`src/rtl/reaction_pkg.sv`:
```
// Shared types and default sizes for the reaction timer and its display stage.
package reaction_pkg;

  typedef enum logic [1:0] {
    IDLE   = 2'd0,
    DELAY  = 2'd1,
    ARMED  = 2'd2,
    RESULT = 2'd3
  } state_t;

  localparam int MS_W_DEF   = 14;
  localparam int MAX_MS_DEF = 9999;

endpackage

```
`src/rtl/lfsr16.sv`:
```
// Free-running 16-bit Fibonacci LFSR, taps 16,14,13,11; a non-zero seed never reaches zero.
module lfsr16 #(
  parameter logic [15:0] SEED = 16'hACE1
) (
  input  logic        clk,
  input  logic        rst_n,
  output logic [15:0] q
);

  always_ff @(posedge clk or negedge rst_n) begin
    if (!rst_n) q <= SEED;
    else        q <= {q[14:0], q[15] ^ q[13] ^ q[12] ^ q[10]};
  end

endmodule

```
`src/rtl/reaction_timer.sv`:
```
// Reaction-time game FSM: random wait, stimulus LED, ms count to react / false start / timeout.
// Optional best-time register enabled by defining REACTION_BEST_EN.
module reaction_timer
  import reaction_pkg::*;
#(
  parameter int          MS_W         = MS_W_DEF,
  parameter int          MAX_MS       = MAX_MS_DEF,
  parameter int          MIN_DELAY_MS = 1000,
  parameter int          RAND_BITS    = 11,
  parameter logic [15:0] LFSR_SEED    = 16'hACE1
) (
  input  logic            clk,
  input  logic            rst_n,
  input  logic            tick_1ms,
  input  logic            start_btn,
  input  logic            react_btn,
  output logic            led_stim,
  output logic            busy,
  output logic [MS_W-1:0] reaction_ms,
  output logic            result_valid,
  output logic            false_start,
`ifdef REACTION_BEST_EN
  output logic [MS_W-1:0] best_ms,
`endif
  output logic            timeout
);

  localparam int DT_W = (MS_W > RAND_BITS + 1) ? MS_W : RAND_BITS + 1;
  localparam logic [MS_W-1:0] MAX_V = MS_W'(MAX_MS);
  localparam logic [DT_W-1:0] MIN_V = DT_W'(MIN_DELAY_MS);

  state_t            state, state_nx;
  logic [15:0]       lfsr;
  logic              unused_lfsr;
  logic [DT_W-1:0]   delay_cnt, delay_cnt_nx, delay_target, delay_target_nx, delay_inc;
  logic [MS_W-1:0]   ms_cnt, ms_cnt_nx, ms_inc, reaction_nx;
  logic              led_nx, busy_nx, valid_nx, false_nx, timeout_nx;

  // Runs every clock so the delay depends on when the player presses start.
  lfsr16 #(.SEED(LFSR_SEED)) u_lfsr (
    .clk   (clk),
    .rst_n (rst_n),
    .q     (lfsr)
  );
  assign unused_lfsr = ^lfsr;

  assign delay_inc = delay_cnt + DT_W'(1);
  assign ms_inc    = ms_cnt + MS_W'(1);

  always_comb begin
    state_nx        = state;
    delay_cnt_nx    = delay_cnt;
    delay_target_nx = delay_target;
    ms_cnt_nx       = ms_cnt;
    reaction_nx     = reaction_ms;
    false_nx        = false_start;
    timeout_nx      = timeout;
    valid_nx        = 1'b0;
    case (state)
      IDLE, RESULT: begin
        if (start_btn) begin
          state_nx        = DELAY;
          delay_target_nx = MIN_V + DT_W'(lfsr[RAND_BITS-1:0]);
          delay_cnt_nx    = '0;
          reaction_nx     = '0;
          false_nx        = 1'b0;
          timeout_nx      = 1'b0;
        end
      end
      DELAY: begin
        // react beats an arming tick in the same cycle
        if (react_btn) begin
          state_nx    = RESULT;
          false_nx    = 1'b1;
          reaction_nx = '0;
          valid_nx    = 1'b1;
        end else if (tick_1ms) begin
          delay_cnt_nx = delay_inc;
          if (delay_inc == delay_target) begin
            state_nx  = ARMED;
            ms_cnt_nx = '0;
          end
        end
      end
      ARMED: begin
        if (react_btn) begin
          state_nx    = RESULT;
          reaction_nx = tick_1ms ? ms_inc : ms_cnt;
          ms_cnt_nx   = reaction_nx;
          valid_nx    = 1'b1;
        end else if (tick_1ms) begin
          ms_cnt_nx = ms_inc;
          if (ms_inc == MAX_V) begin
            state_nx    = RESULT;
            timeout_nx  = 1'b1;
            reaction_nx = MAX_V;
            valid_nx    = 1'b1;
          end
        end
      end
      default: state_nx = IDLE;
    endcase
    led_nx  = (state_nx == ARMED);
    busy_nx = (state_nx == DELAY) || (state_nx == ARMED);
  end

  always_ff @(posedge clk or negedge rst_n) begin
    if (!rst_n) begin
      state        <= IDLE;
      delay_cnt    <= '0;
      delay_target <= '0;
      ms_cnt       <= '0;
      reaction_ms  <= '0;
      led_stim     <= 1'b0;
      busy         <= 1'b0;
      result_valid <= 1'b0;
      false_start  <= 1'b0;
      timeout      <= 1'b0;
    end else begin
      state        <= state_nx;
      delay_cnt    <= delay_cnt_nx;
      delay_target <= delay_target_nx;
      ms_cnt       <= ms_cnt_nx;
      reaction_ms  <= reaction_nx;
      led_stim     <= led_nx;
      busy         <= busy_nx;
      result_valid <= valid_nx;
      false_start  <= false_nx;
      timeout      <= timeout_nx;
    end
  end

`ifdef REACTION_BEST_EN
  // Compared against the registered result during the result_valid cycle.
  always_ff @(posedge clk or negedge rst_n) begin
    if (!rst_n) begin
      best_ms <= MAX_V;
    end else if (result_valid && !false_start && !timeout && (reaction_ms < best_ms)) begin
      best_ms <= reaction_ms;
    end
  end
`endif

endmodule

```
`config.mk`:
```
export PLATFORM = sky130hd
export DESIGN_NAME = reaction_timer
export DESIGN_NICKNAME = d
export VERILOG_FILES = /design/src/rtl/reaction_pkg.sv /design/src/rtl/lfsr16.sv /design/src/rtl/reaction_timer.sv
export SDC_FILE = /design/constraint.sdc
export NUM_CORES = 1
export LEC_CHECK = 0
export BUFFER_PORTS_ARGS = -buffer_cell sky130_fd_sc_hd__buf_4
export CORE_UTILIZATION = 43
export CTS_BUF_LIST = sky130_fd_sc_hd__clkbuf_4 sky130_fd_sc_hd__clkbuf_8
export CTS_CLUSTER_DIAMETER = 200
export DETAILED_ROUTE_END_ITERATION = 6
export PLACE_DENSITY = 0.71
export SYNTH_ARGS = -nofsm -noshare
export SYNTH_HDL_FRONTEND = slang
export SYNTH_SLANG_ARGS = --single-unit
export TNS_END_PERCENT = 5
```
`constraint.sdc`:
```
create_clock -name clk -period 5.1 [get_ports clk]
set_input_delay 1.02 -clock clk [delete_from_list [all_inputs] [get_ports clk]]
set_output_delay 1.02 -clock clk [all_outputs]
set_load 0.02 [all_outputs]
```
==> results of run 1 <==
## layer usage
layer	up-vias	GRT usage (%)	routed length (um)
li1	1614	-	-
met1	1611	29.7	4570
met2	73	26.9	4050
met3	14	3.63	352
met4	0	7.91	152
met5	-	0	0
## kinds of logic after synthesis
kind of cell | synth area share, %
multiplexers | 3.27
XOR/XNOR | 8.11
adder cells (fa/ha/maj) | 2.03
flip-flops | 44.8
AO/OA/AOI/OAI | 18.4
AND/OR/NAND/NOR | 18.6
buffers and inverters | 4.72
## critical path, delay by kind of cell, from the launching register on
| family | cells | cell delay, ns |
|---|---|---|
| flops | 1 | 0.52 |
| fa+ha+maj | 2 | 0.67 |
| compound gates | 2 | 0.40 |
| buf+inv | 1 | 0.03 |
| xor+xnor | 1 | 0.11 |
| simple gates | 4 | 1.14 |
## worst max-delay path by stage
stage / startpoint / end / slack, ns / depth (start not counted)
floorplan: ms_cnt[1] / reaction_ms[3] / 2.50 / 10
global placement: ms_cnt[0] / reaction_ms[8] / 2.22 / 8
detailed placement: ms_cnt[0] / busy / 2.19 / 10
CTS: ms_cnt[0] / busy / 2.14 / 10
global route: delay_cnt[2] / ms_cnt[7] / 1.88 / 7
finish: ms_cnt[0] / busy / 2.14 / 10
## sequential cells by signal, summed over array words and instances, names as in the netlist
register      count
u_lfsr.q         16
timeout           1
ms_cnt           14
delay_cnt        14
led_stim          1
delay_target     12
state             2
result_valid      1
false_start       1
busy              1
reaction_ms      14
## per-stage QoR
stage | instance area (um2) | setup WS [ns] | hold WS, ns | util, % | power (mW)
final | 4700 | 2.14 | 0.365 | 48.1 | 2.01
after global routing | 4700 | 1.88 | 0.378 | 48.1 | 2.16
after CTS | 4700 | 2.14 | 0.370 | 48.1 | 2.02
after detailed placement | 4510 | 2.19 | 0.348 | 46.1 | 1.57
after global placement | 4510 | 2.22 | 0.337 | 46.1 | 1.55
after floorplan | 4320 | 2.50 | 0.333 | - | 1.39
## final cells by class
| cell class | count | area share [%] |
|---|---|---|
| clock buffer | 9 | 2.64 |
| timing repair buffer | 23 | 3.67 |
| multi-input combinational | 327 | 46.4 |
| clock inverter | 7 | 1.44 |
| sequential | 77 | 41.2 |
| inverter | 14 | 1.12 |
| tap | 133 | 3.54 |
## synth_stat cells (3+ instances only)
| cell type | instances |
|---|---|
| buf_2 | 7 |
| nor3_1 | 8 |
| and2_1 | 12 |
| a21oi_1 | 18 |
| o21ai_0 | 46 |
| dfrtp_1 | 69 |
| o2bb2ai_1 | 6 |
| xor2_1 | 19 |
| dfstp_2 | 8 |
| nand3b_1 | 3 |
| nand2_1 | 38 |
| a21boi_0 | 9 |
| o31ai_1 | 13 |
| mux2_2 | 9 |
| nor4_1 | 4 |
| nand3_1 | 13 |
| buf_4 | 5 |
| inv_1 | 14 |
| nand2b_1 | 4 |
| xnor2_1 | 21 |
| and3_1 | 6 |
| clkbuf_1 | 14 |
| nor2_1 | 20 |
| a31oi_1 | 3 |
| nand4_1 | 8 |
| or3_1 | 3 |
| nor2b_1 | 12 |
| ha_1 | 7 |
## report_power, final
| part | switching [mW] | internal, mW | total (mW) |
|---|---|---|---|
| registers | 0.0969 | 0.702 | 0.799 |
| logic | 0.465 | 0.301 | 0.766 |
| clock network | 0.263 | 0.187 | 0.450 |
==> results_dict.tcl, run 1 <==
set metrics [dict create \
    synth_cells 446 \
    min_path_cells 0 \
    gp_congestion 0.837 \
    hold_buffers 0 \
    clockBufferDepth 2 \
    ys_seq_elements 77 \
    critPathMaxFanout 9 \
    syn_avg_cell_area_um2 9.69 \
    antenna_found_initial 0 \
    gr-total-overflow 0 \
    cts_tree "yes" \
    cpMaxStageDelayCell "or4b_1" \
    diodes 0 \
    max_slew.worst_pin.slew_ns 0.963 \
    post_cts_resized 0 \
    timing.rr.start "ms_cnt[0]" \
    place_hpwl_um 6270 \
    cts.clk_slew.worst_paths_ns 0.10 \
    cts_made_buffers 9 \
    synth_area_leaders "dfrtp_1, o21ai_0, dfstp_2, xnor2_1, xor2_1" \
    ys.flop_type "dfrtp_1" \
    ir_drop_uv 281 \
    io_pins 24 \
    cts_max_level 3 \
    initial_core_util_pct 44.2 \
    timing.final.crit_share_pct 58.1 \
    fin_nets 464 \
    num_vias 3312 \
    drc_errors 0 \
    clock_skew_ns 0.0147 \
    syn_to_final_growth_pct 8.78 \
    synth-seq-area-share_pct 44.8 \
    final_cell_mix "dfrtp_1, o21ai_0, nand2_1, buf_4, xnor2_1" \
    powerDensity_nw_per_um2 429 \
    cp-end-kind "flop" \
    via_per_inst 5.61 \
    die_x_um 102 \
    yosys_warnings 0 \
    port_buffers 23 \
    drt-total-wl_um 9120 \
    async_reset_ff_share_pct 100 \
    fin_cells 590 \
    min_period_ns 2.96 \
    fmax_mhz 337 \
    multiInputGateArea_um2 2180 \
    worst-setup-path-type "flop to flop" \
    crit_arrival_ns 3.23 \
    slew_viol_final 0 \
    cpPeakStageDelay_ns 0.53 \
    postCtsSetupRepairBufs 0 \
    grt_max_degree 78 \
    regToRegSetupSlack_ns 2.14 \
    syn-num-nets 458 \
    final_common_cell "dfrtp_1" \
    grt_pass1_vias 3034 \
    drt.antenna.violating_nets 0 \
    r2r_cells 10 \
    synth_top_cell_by_area "dfrtp_1" \
    cts-root-buf "clkbuf_8" \
    clock_latency_ns 0.37 \
    hold_end "u_lfsr.q[3]" \
    coreArea_um2 9770 \
    rsz0062_at_grt "false" \
    grt_pass1_wl_um 15500 \
    outcome "finished, final reports clean" \
    ys_types 63 \
    cp_common_cell "ha_1" \
    r2r-end "busy" \
    fp-row-count 36 \
    synth_top_area_share_pct 40.0 \
    crit_required_ns 5.37 \
    cp-start-kind "flop" \
    layout-drive-gt1-share_pct 14.7 \
    die_area_um2 10500 \
    synth-edff-count 0 \
    drtIter0Drc 270 \
    dr.pass1.iters 5 \
    dp_cells 574 \
    leakage_nw 2.05 \
    setup-tns-final_ns 0 \
    cts_sinks 77 \
    seqCellArea_um2 1940 \
    finalSetupViolations 0 \
    netlist_area_um2 4320 \
    globalRouteTotalUtil_pct 19.4 \
    wire_per_inst_um 15.5 \
    slew-limit-headroom_pct 35.8 \
    min_path_type "flop to flop" \
    crit_chain "ha_1 > xnor2_1 > or4b_1 > a221oi_2 > nand4b_2 > nor2_1 > o21ai_0 > and2_1 > ha_1 > inv_1" \
    final-hold-violation-count 0 \
    worstHoldStart "u_lfsr.q[2]" \
    maxCapViolCount 0 \
    filler_cell_count 912 \
    die_y_um 102 \
]
Note: power is estimated with default switching activity, not from simulation.
==> run 2: changes to the inputs <==
--- a/config.mk
+++ b/config.mk
@@ -5,6 +5,7 @@
 export SDC_FILE = /design/constraint.sdc
 export NUM_CORES = 1
 export LEC_CHECK = 0
+export ABC_AREA = 1
 export BUFFER_PORTS_ARGS = -buffer_cell sky130_fd_sc_hd__buf_4
 export CORE_UTILIZATION = 43
 export CTS_BUF_LIST = sky130_fd_sc_hd__clkbuf_4 sky130_fd_sc_hd__clkbuf_8
==> constraint.sdc (replaced) <==
create_clock -name clk -period 3 [get_ports clk]
set_input_delay 0.6 -clock clk [delete_from_list [all_inputs] [get_ports clk]]
set_output_delay 0.6 -clock clk [all_outputs]
set_load 0.02 [all_outputs]
==> run 2 against run 1 <==
Synthesized cell count up 27%; sequential share of layout area shrank 0.58 points; synthesized area shrank 1.5%; critical endpoint is now ms_cnt[0]; largest power group is now combinational logic; count of clock-buffer cells in the layout increased by 1; non-clock buffer count is 4 higher; sequential cell count stayed put; maximum frequency grew 19%; worst hold slack gained 0.015 ns; register-to-register slack got worse by 1.6 ns; die area fell by 1.5%.
==> results_dict.tcl, run 2 <==
set metrics [dict create \
    outcome "finished, final reports clean" \
    grt_max_degree 78 \
    clock_skew_ns 0.0217 \
    fp-row-count 35 \
    coreArea_um2 9420 \
    cp_common_cell "nand2_1" \
    rsz0062_at_grt "false" \
    cp-start-kind "flop" \
    pre_cts_slack_ns 0.591 \
    place_hpwl_um 7100 \
    final-hold-violation-count 0 \
    synth-edff-count 0 \
    worst-path-buf-inv 0 \
    synth_area_leaders "dfrtp_1, nand2_1, o21ai_0, inv_1, nand3_1" \
    dr.pass1.iters 5 \
    port_buffers 23 \
    worst-setup-path-type "flop to flop" \
    netlist_area_um2 4250 \
    ir_drop_uv 479 \
    fin_nets 605 \
    synth_cells 568 \
    slew_viol_final 0 \
    synth_commonest_cells "nand2_1, dfrtp_1, inv_1" \
    ys_types 33 \
    m1WireLength_um 4970 \
    top_register "u_lfsr.q" \
    leakage_nw 2.24 \
    maxCapViolCount 0 \
    initial_core_util_pct 45.2 \
    cpMaxStageDelayCell "dfrtp_1" \
    synth.most_common_cell "nand2_1" \
    num_vias 3758 \
    drt.antenna.violating_nets 0 \
    cts-root-buf "clkbuf_8" \
    drtIter0Drc 261 \
    crit_arrival_ns 2.69 \
    dr.max_layer_used "met4" \
    globalRouteTotalUtil_pct 20.9 \
    die_x_um 101 \
    gp_congestion 0.941 \
    crit_family "simple AND/OR/NAND/NOR gates" \
    final_common_cell "nand2_1" \
    die_area_um2 10300 \
    antenna_found_initial 0 \
    max_slew.worst_pin.slew_ns 0.967 \
    met2_length_um 4140 \
    cpPeakStageDelay_ns 0.43 \
    syn_to_final_growth_pct 12.1 \
    dr_wl_met3_um 705 \
    synth_top_area_share_pct 40.6 \
    timing.final.crit_share_pct 82.7 \
    min_period_ns 2.48 \
    syn-num-nets 580 \
    final_cell_mix "nand2_1, dfrtp_1, inv_1, o21ai_0, nor2_1" \
    slew-limit-headroom_pct 35.5 \
    largest_register_ff_count 16 \
    cp-end-kind "flop" \
    crit_required_ns 3.20 \
    ys_seq_elements 77 \
    synth-seq-area-share_pct 45.5 \
    io_pins 24 \
    postCtsSetupRepairBufs 0 \
    cts_sinks 77 \
    cts_made_buffers 9 \
    grt_pass1_wl_um 16700 \
    async_reset_ff_share_pct 100 \
    synth_top_cell_by_area "dfrtp_1" \
    diodes 0 \
    wire_per_inst_um 13.6 \
    layout_setup_ws_ns 0.518 \
    ys.flop_type "dfrtp_1" \
    crit_chain "ha_1 > nand2_1 > nor2_4 > nand2_1 > nand3b_1 > nand3_1 > nor2_1 > nand2_1 > nor2_1 > nand2_2 > a21boi_4 > o21ai_0" \
    min_path_type "flop to flop" \
    die_y_um 101 \
    cts.clk_slew.worst_paths_ns 0.10 \
    clock_latency_ns 0.36 \
    finalSetupViolations 0 \
    cts_tree "yes" \
    hold_buffers 0 \
    via_per_inst 5.17 \
    yosys_warnings 0 \
    drt-total-wl_um 9920 \
    fmax_mhz 403 \
    syn_avg_cell_area_um2 7.49 \
    clockBufferDepth 2 \
    critPathMaxFanout 18 \
    layout-drive-gt1-share_pct 11.9 \
    cts_max_level 3 \
    setup-tns-final_ns 0 \
    post_cts_resized 0 \
    powerDensity_nw_per_um2 784 \
    grt_pass1_vias 3416 \
    drc_errors 0 \
    gr-total-overflow 0 \
]
run 2: layer usage:
layer,global-route usage [%],vias to the layer above
li1,-,1894
met1,32.1,1725
met2,29.4,128
met3,4.76,11
met4,5.80,0
met5,0,-
run 2: final cells by class:
class / count / area, um2
clock inverters: 6 / 77.6
multi-input cells: 418 / 2030
inverters: 60 / 225
flip-flops and latches: 77 / 1940
repair buffers: 27 / 203
well taps: 129 / 161
clock buffers: 10 / 138
fillers: 893 / 4650
run 2: worst paths after layout:
| check | from | to | slack, ns | depth (start not counted) |
|---|---|---|---|---|
| max | delay_cnt[0] | ms_cnt[0] | 0.52 | 12 |
| min | u_lfsr.q[14] | u_lfsr.q[15] | 0.38 | 0 |
| max reg2reg | delay_cnt[0] | ms_cnt[0] | 0.52 | 12 |
| min reg2reg | u_lfsr.q[14] | u_lfsr.q[15] | 0.38 | 0 |
| max in group asynchronous | rst_n | delay_cnt[11] | 1.96 | 1 |
| min in group asynchronous | rst_n | u_lfsr.q[2] | 0.39 | 1 |
run 2: per-stage QoR:
| stage | instance area (um2) | utilization [%] | std cells | hold WS (ns) | power [mW] |
|---|---|---|---|---|---|
| 5_1_grt | 4770 | 50.6 | 727 | 0.382 | 4.01 |
| 3_3_place_gp | 4550 | 48.3 | 711 | 0.340 | 2.85 |
| 2_1_floorplan | 4250 | - | 568 | 0.304 | 2.43 |
| 4_1_cts | 4770 | 50.6 | 727 | 0.374 | 3.74 |
| 3_5_place_dp | 4550 | 48.3 | 711 | 0.348 | 2.88 |
| 6_report | 4770 | 50.6 | 727 | 0.379 | 3.74 |
run 2: kinds of logic after synthesis:
kind of cell | after synthesis | share of synthesized area (%)
xor gates and xnor gates | 10 | 2.06
and+or+nand+nor | 312 | 32.2
AOI/OAI and AO/OA | 89 | 11.3
buffers and inverters | 73 | 6.85
adders and majority gates | 7 | 2.06
DFF | 77 | 45.5
run 2: power by group:
group | internal [mW] | switching (mW) | total [mW]
combinational | 0.484 | 1.00 | 1.49
sequential | 1.23 | 0.164 | 1.39
clock | 0.423 | 0.435 | 0.858
==> run 3: changes to the inputs <==
--- a/config.mk
+++ b/config.mk
@@ -5,7 +5,7 @@
 export SDC_FILE = /design/constraint.sdc
 export NUM_CORES = 1
 export LEC_CHECK = 0
-export ABC_AREA = 1
+export ABC_AREA = 0
 export BUFFER_PORTS_ARGS = -buffer_cell sky130_fd_sc_hd__buf_4
 export CORE_UTILIZATION = 43
 export CTS_BUF_LIST = sky130_fd_sc_hd__clkbuf_4 sky130_fd_sc_hd__clkbuf_8
==> constraint.sdc (replaced) <==
create_clock -name clk -period 2.3 [get_ports clk]
set_input_delay 0.46 -clock clk [delete_from_list [all_inputs] [get_ports clk]]
set_output_delay 0.46 -clock clk [all_outputs]
set_load 0.02 [all_outputs]
==> run 3 against run 2 <==
The run now ends with negative setup slack left; die area up 1.5%; global-route usage up 0.57 points; routed wire length up 5.4%; critical path depth down 4; register-to-register slack worse by 0.74 ns; maximum frequency down 1.6%; clock power up 29%; clock skew down 0.010 ns; critical endpoint is now ms_cnt[7].
==> results_dict.tcl, run 3 (same netlist as run 1, synthesis figures left out) <==
set metrics [dict create \
    swShare_pct 39.7 \
    initial_core_util_pct 44.2 \
    maxCapViolCount 0 \
    power_mw 5.09 \
    grt_max_degree 56 \
    crit_chain "buf_4 > nand4_1 > a211oi_2 > a21boi_1 > or4_4 > o31a_4 > o21ai_0 > o41ai_2" \
    drt.antenna.violating_nets 0 \
    grt_pass1_vias 3461 \
    cts.clk_slew.worst_paths_ns 0.09 \
    intPower_mw 3.07 \
    slew_viol_final 0 \
    placed_area_um2 5020 \
    power_switching_mw 2.02 \
    fin_nets 534 \
    min_path_type "flop to flop" \
    drtIter0Drc 222 \
    io_pins 24 \
    timing.final.crit_share_pct 110 \
    num_vias 3653 \
    leakage_nw 2.46 \
    die_y_um 102 \
    fp-row-count 36 \
    combPwrFrac_pct 44.7 \
    finalInstanceArea_um2 5420 \
    cp-end-kind "flop" \
    largest_register_ff_count 16 \
    ir_drop_uv 991 \
    cts_made_buffers 9 \
    coreArea_um2 9770 \
    dp_cells 640 \
    port_buffers 23 \
    crit_required_ns 2.55 \
    grt_pass1_wl_um 17000 \
    gr-total-overflow 0 \
    filler_cell_count 829 \
    clkPwrFrac_pct 21.8 \
    min_period_ns 2.52 \
    final-hold-violation-count 0 \
    fmax_mhz 396 \
    final_common_cell "buf_4" \
    setup-tns-final_ns -5.04 \
    cts_max_level 3 \
    cpPeakStageDelay_ns 0.58 \
    antenna_found_initial 0 \
    crit_arrival_ns 2.77 \
    violations "negative setup slack" \
    diodes 0 \
    critPathMaxFanout 6 \
    outcome "complete, but fails checks" \
    final_cell_mix "buf_4, dfrtp_1, o21ai_0, nand2_1" \
    globalRouteTotalUtil_pct 21.5 \
    clock_latency_ns 0.37 \
    pre_cts_slack_ns -0.284 \
    slew-limit-headroom_pct 68.1 \
    seqPwrFrac_pct 33.4 \
    cts_tree "yes" \
    powerDensity_nw_per_um2 938 \
    wire_per_inst_um 15.8 \
    syn_to_final_growth_pct 25.5 \
    place_hpwl_um 7000 \
    die_x_um 102 \
    cts-root-buf "clkbuf_8" \
    top_register "u_lfsr.q" \
    die_area_um2 10500 \
    hold_slack_ns 0.365 \
    cts_sinks 77 \
    clockBufferDepth 2 \
    worst-setup-path-type "flop to flop" \
    drc_errors 0 \
    via_per_inst 5.53 \
    layout-drive-gt1-share_pct 31.7 \
    clock_skew_ns 0.0112 \
    layout_setup_ws_ns -0.223 \
    cpMaxStageDelayCell "or4_4" \
    fin_cells 660 \
    rsz0062_at_grt "true" \
    cp-start-kind "flop" \
    drt-total-wl_um 10500 \
    max_slew.worst_pin.slew_ns 0.477 \
    finalSetupViolations 30 \
    postLayoutCoreUtil_pct 55.5 \
    gp_congestion 0.836 \
    dr.pass1.iters 5 \
]
run 3: cell types whose count changed in the layout (fill, tap and decap cells not counted), moves of 10 or more:
cell,before,now
nand2_1,180,38
buf_4,27,89
inv_1,58,14
nand3_1,43,12
nor2_1,45,19
o21ai_0,57,41
xnor2_1,5,19
xor2_1,5,19
nor2b_1,0,12
and2_1,1,12
a21oi_1,8,18
run 3: power groups by stage:
stage | Clock (mW) | Sequential, mW | Combinational [mW]
final | 1.11 | 1.70 | 2.27
after global routing | 1.18 | 1.73 | 2.51
after CTS | 1.13 | 1.70 | 2.15
after detailed placement | 0 | 1.72 | 2.04
after global placement | 0 | 1.71 | 2.00
after floorplan | 0 | 1.79 | 1.31
run 3: per-layer routing:
metal / vias to the layer above / wire (um) / global-route usage, %
li1: 1748 / - / -
met1: 1794 / 5010 / 30.6
met2: 94 / 4870 / 32.2
met3: 17 / 364 / 3.28
met4: 0 / 208 / 10.2
met5: - / 0 / 0
run 3: worst paths after layout:
path,from,endpoint,slack [ns],cells past startpoint
setup / recovery,delay_cnt[8],ms_cnt[7],-0.22,8
hold / removal,u_lfsr.q[14],u_lfsr.q[15],0.36,0
setup reg to reg,delay_cnt[8],ms_cnt[7],-0.22,8
hold reg to reg,u_lfsr.q[14],u_lfsr.q[15],0.36,0
max in group asynchronous,rst_n,u_lfsr.q[5],1.13,3
min in group asynchronous,rst_n,ms_cnt[5],0.54,2
run 3: timing repair:
item,in CTS,in global routing
hold buffers,1,0
gates resized for setup,19,21
buffers inserted,0,2
gates cloned,1,0
endpoints found under the setup margin,32,33
hold endpoints to repair,22,0
pin swaps,10,6
run 3: critical path: cells and delay by family (launching register included):
kind / cells / cell delay, ns
compound gates: 5 / 1.07
simple gates: 2 / 0.78
flops: 1 / 0.40
buf+inv: 1 / 0.14
run 3: layout make-up:
cell class              instances  area [um2]  share of cell area [%]
multi-input cells             328        2340                    43.2
flip-flops and latches         77        1940                    35.8
repair buffers                 92         709                    13.1
well taps                     133         166                    3.07
clock buffers                   9         124                    2.28
clock inverters                 7        86.3                    1.59
inverters                      14        52.6                   0.969
